### src/rtl/analog_switch_sequencer.sv
// Break-before-make sequencer for the analog pad pass-gates: single channel or ascending masked scan.
// All outputs registered; sw_en asserts DEAD+1 cycles after start is accepted; abort/rst open every switch on the next edge.
module analog_switch_sequencer #(
  parameter int NCH  = 6,
  parameter int DEAD = 4,
  parameter int DW   = 8
) (
  input  logic           clk,
  input  logic           rst,
  input  logic           start,
  input  logic           abort,
  input  logic           scan,
  input  logic [2:0]     ch_sel,
  input  logic [NCH-1:0] ch_mask,
  input  logic [DW-1:0]  dwell,
  output logic [NCH-1:0] sw_en,
  output logic [2:0]     cur_ch,
  output logic           busy,
  output logic           done,
  output logic           err
);

  localparam int DCW = $clog2(DEAD + 1);
  localparam int CW  = (DW > DCW) ? DW : DCW;
  localparam logic [3:0] NCH_W = 4'(NCH);

  typedef enum logic [1:0] {IDLE, BREAK, MAKE, DONE} state_t;

  state_t         state_q, state_d;
  logic [CW-1:0]  cnt_q, cnt_d;
  logic           scan_q, scan_d;
  logic [NCH-1:0] mask_q, mask_d;
  logic [DW-1:0]  dwell_q, dwell_d;
  logic [2:0]     cur_ch_q, cur_ch_d;
  logic [NCH-1:0] sw_en_q, sw_en_d;
  logic           busy_q, busy_d;
  logic           done_q, done_d;
  logic           err_q, err_d;

  logic [2:0]     first_ch;
  logic [2:0]     next_ch;
  logic           has_next;
  logic           sel_bad;

  // Descending loop so the last hit is the lowest qualifying bit.
  always_comb begin
    first_ch = '0;
    next_ch  = '0;
    has_next = 1'b0;
    for (int i = NCH - 1; i >= 0; i--) begin
      if (ch_mask[i]) first_ch = 3'(i);
      if (mask_q[i] && (i > int'(cur_ch_q))) begin
        next_ch  = 3'(i);
        has_next = 1'b1;
      end
    end
  end

  assign sel_bad = ({1'b0, ch_sel} >= NCH_W);

  always_comb begin
    state_d  = state_q;
    cnt_d    = cnt_q;
    scan_d   = scan_q;
    mask_d   = mask_q;
    dwell_d  = dwell_q;
    cur_ch_d = cur_ch_q;
    sw_en_d  = sw_en_q;
    done_d   = 1'b0;
    err_d    = 1'b0;

    case (state_q)
      IDLE: begin
        if (start && !abort) begin
          if (scan ? (ch_mask == '0) : sel_bad) begin
            err_d = 1'b1;
          end else begin
            state_d  = BREAK;
            scan_d   = scan;
            mask_d   = ch_mask;
            dwell_d  = (dwell == '0) ? DW'(1) : dwell;
            cur_ch_d = scan ? first_ch : ch_sel;
            cnt_d    = CW'(DEAD - 1);
            sw_en_d  = '0;
          end
        end
      end
      BREAK: begin
        if (cnt_q == '0) begin
          state_d = MAKE;
          sw_en_d = NCH'(1) << cur_ch_q;
          cnt_d   = CW'(dwell_q) - CW'(1);
        end else begin
          cnt_d = cnt_q - CW'(1);
        end
      end
      MAKE: begin
        if (cnt_q == '0) begin
          sw_en_d = '0;
          if (scan_q && has_next) begin
            state_d  = BREAK;
            cur_ch_d = next_ch;
            cnt_d    = CW'(DEAD - 1);
          end else begin
            state_d = DONE;
            done_d  = 1'b1;
          end
        end else begin
          cnt_d = cnt_q - CW'(1);
        end
      end
      DONE: begin
        state_d = IDLE;
      end
      default: begin
        state_d = IDLE;
        sw_en_d = '0;
      end
    endcase

    if (abort && (state_q != IDLE)) begin
      state_d = IDLE;
      sw_en_d = '0;
      cnt_d   = '0;
      done_d  = 1'b0;
    end

    busy_d = (state_d != IDLE);
  end

  always_ff @(posedge clk) begin
    if (rst) begin
      state_q  <= IDLE;
      cnt_q    <= '0;
      scan_q   <= 1'b0;
      mask_q   <= '0;
      dwell_q  <= '0;
      cur_ch_q <= '0;
      sw_en_q  <= '0;
      busy_q   <= 1'b0;
      done_q   <= 1'b0;
      err_q    <= 1'b0;
    end else begin
      state_q  <= state_d;
      cnt_q    <= cnt_d;
      scan_q   <= scan_d;
      mask_q   <= mask_d;
      dwell_q  <= dwell_d;
      cur_ch_q <= cur_ch_d;
      sw_en_q  <= sw_en_d;
      busy_q   <= busy_d;
      done_q   <= done_d;
      err_q    <= err_d;
    end
  end

  assign sw_en  = sw_en_q;
  assign cur_ch = cur_ch_q;
  assign busy   = busy_q;
  assign done   = done_q;
  assign err    = err_q;

endmodule

### config.mk
export PLATFORM = sky130hd
export DESIGN_NAME = analog_switch_sequencer
export DESIGN_NICKNAME = d
export VERILOG_FILES = /design/src/rtl/analog_switch_sequencer.sv
export SDC_FILE = /design/constraint.sdc
export NUM_CORES = 1
export LEC_CHECK = 0
export CELL_PAD_IN_SITES_DETAIL_PLACEMENT = 1
export CELL_PAD_IN_SITES_GLOBAL_PLACEMENT = 1
export CORE_MARGIN = 2
export CORE_UTILIZATION = 44
export DETAILED_ROUTE_END_ITERATION = 12
export HOLD_SLACK_MARGIN = 0.03
export PLACE_DENSITY_LB_ADDON = 0.1
export REMOVE_ABC_BUFFERS = 1
export SLEW_MARGIN = 5
export SYNTH_ARGS = -nofsm -noshare
export SYNTH_HDL_FRONTEND = slang
export SYNTH_SLANG_ARGS = --single-unit
### constraint.sdc
create_clock -name clk -period 4.7 [get_ports clk]
set_clock_uncertainty 0.05 [all_clocks]
set_input_delay 0.705 -clock clk [delete_from_list [all_inputs] [get_ports clk]]
set_output_delay 0.705 -clock clk [all_outputs]
set_load 0.005 [all_outputs]
==> out/metrics.cfg <==
[run_status]
status = completed

[critical_path]
required_ns = 4.84
worstSetupPathType = in -> reg
crit_fanout = 15
end_kind = flip-flop
startpoint_type = input pin
arrival_ns = 3.00
rrSetupSlack_ns = 2.29

[synthesis]
synth.avg_cell_area_sq_um = 8.69
synth_cells = 260
yosys.area.top_type = dfxtp_1
synthArstFlopShare = 0
postSynthRegisterBits = 36
ys_types = 62
synth_area_sq_um = 2260
synth-main-ff-cell = dfxtp_1
synth_area_leaders = dfxtp_1, mux2i_1, a21oi_1
synth_top_cell_area_share = 0.319
ys_seq_area_frac = 0.319
yosys_warnings = 0
synth_edf_count = 0

[drt]
drtAntennaViolNets = 0
finalWirelength_microns = 6040
drt-initial-drc-count = 71
drc_errors = 0
viasPerCell = 5.83
firstDrtPassIters = 4
wl_per_cell_microns = 16.7
vias = 2104

[final_layout]
area_delta_synth_final_pct = 20.4
num-fill-cells = 620
antenna_cells = 0
drive_above_1_share = 0.0756
final_nets = 318

[timing]
hold_violations = 0
setup_tns_ns = 0
slew_viol_final = 0
clock.fmax_ghz = 0.350
final.min_clock_period_ns = 2.86
fin_ws_ns = 1.84
slew_headroom = 0.471
finalCritPeriodShare = 0.608
tightest_slew_ns = 0.791
setup_viol = 0
grt_setup_unrepaired = no

[die]
die-area_sq_um = 5720
coreArea_sq_um = 5040
die_width_microns = 75.6
start_util = 0.448
rows = 26
die_h_microns = 75.6
ioPinCount = 34

[placed_design]
hpwl_microns = 4570
portBuffers = 33
dp_slack_ns = 1.51
place_congestion = 0.902

[grt]
grt_first_pass_wirelength_microns = 10300
antenna_found_initial = 0
grt_pass1_vias = 2065
grt_max_degree = 22
grt_use_total = 0.237
overflow = 0

[power]
finalPower_uw = 1440
irDropWorstVdd_mv = 0.225
power_density_nw_per_um2 = 530
power_leakage_uw = 0.00106

[clocking]
htree_levels = 2
cts.clk_slew.worst_paths_ns = 0.08
numCtsBuffers = 5
cts.sinks = 36
cts_setup_buffers = 0
cts_root_buf = clkbuf_8
cts_resized = 0
clkLatencyLatePin_ns = 0.29
cts.path.max_buffers = 2
cts_tree = done
cts_hold_buffers = 0

[job]
drv_cap = 0

[worst_hold_path]
worstHoldPathType = reg -> reg

## placed cells by master (no fill, tap or decap), drive strengths merged, types with 2 or more instances in the layout
cell type      instances
a211oi                 3
dfxtp                 36
nand4                  3
nor2b                  2
o31ai                  3
nor4                   6
nand3b                 2
nor2                  28
inv                   15
nor3                  12
clkbuf                 7
xor2                   2
o41ai                  5
or4                    2
nor3b                  6
nand2b                 9
mux2i                 25
nand2                 10
xnor2                  7
clkdlybuf4s50         33
a31oi                  4
o211ai                 3
a311oi                 2
a21o                   3
o311ai                 2
o32ai                  2
o21ai                  9
ha                     6
a21oi                 23
## cells by family (layout without fill, tap and decap cells)
logic type,Yosys count,count (layout),share of synthesized area
compound gates,71,71,0.236
simple gates,88,88,0.219
xor+xnor,9,9,0.0349
buf+inv,25,56,0.0471
fa+ha+maj,6,6,0.0332
flops,36,36,0.319
mux,25,25,0.111
## critical path, stage by stage
cell	delay, ns
clkdlybuf4s50_1	0.54
nor3b_1	0.50
a211oi_2	0.19
nand2_1	0.62
a21oi_1	0.18
a31o_2	0.25
## sequential cells by signal (all words and copies together), names as in the netlist
| signal | cells |
|---|---|
| dwell_q | 8 |
| cnt_q | 8 |
| err | 1 |
| sw_en | 6 |
| mask_q | 5 |
| done | 1 |
| state_q | 2 |
| busy | 1 |
| cur_ch | 3 |
| scan_q | 1 |
## Yosys cell counts (all sizes together) (2+ instances only)
cell type	number
a211oi	3
mux2i	25
nor2b	2
clkbuf	7
nor3	12
a21oi	23
nor3b	6
a21o	3
nand2b	9
buf	3
o311ai	2
nor4	6
nand2	10
a311oi	2
nor2	28
o211ai	3
nand4	3
o41ai	5
o21ai	9
dfxtp	36
xor2	2
nand3b	2
inv	15
o31ai	3
or4	2
a31oi	4
o32ai	2
xnor2	7
ha	6
## through the flow
| stage | utilization | instance area, sq um | hold WS, ns | instances |
|---|---|---|---|---|
| floorplan | - | 2210 | 0.413 | 250 |
| global placement | 0.521 | 2630 | 0.425 | 353 |
| detailed placement | 0.521 | 2630 | 0.437 | 353 |
| CTS | 0.539 | 2720 | 0.455 | 361 |
| global route | 0.539 | 2720 | 0.484 | 361 |
| finish | 0.539 | 2720 | 0.446 | 361 |
## path summary, 6_finish.rpt
path	startpoint	depth (start not counted)	to
max	scan	6	busy
min	sw_en[4]	2	sw_en[4]
max reg2reg	cnt_q[0]	7	cnt_q[6]
min reg2reg	sw_en[4]	2	sw_en[4]
## area by class of cell
| class | instances | area (sq um) | area share |
|---|---|---|---|
| Tap cell | 70 | 87.6 | 0.0322 |
| Sequential cell | 36 | 721 | 0.265 |
| Timing Repair Buffer | 33 | 330 | 0.121 |
| Inverter | 15 | 56.3 | 0.0207 |
| Clock buffer | 7 | 86.3 | 0.0317 |
| Clock inverter | 1 | 7.51 | 0.00276 |
| Multi-Input combinational cell | 199 | 1430 | 0.526 |
## layer usage
metal / track usage / wire (microns) / vias up
met3: 0.0437 / 132 / 6
met4: 0.0526 / 68 / 0
li1: - / - / 1027
met5: 0 / 0 / -
met1: 0.297 / 2740 / 1048
met2: 0.421 / 3100 / 23
## report_power, final
group          switching, uW  internal, uW  leakage, uW
Clock                    116           119    0.0000445
Sequential              69.3           354     0.000293
Combinational            451           331     0.000719
(Power assumes the default switching activity.)
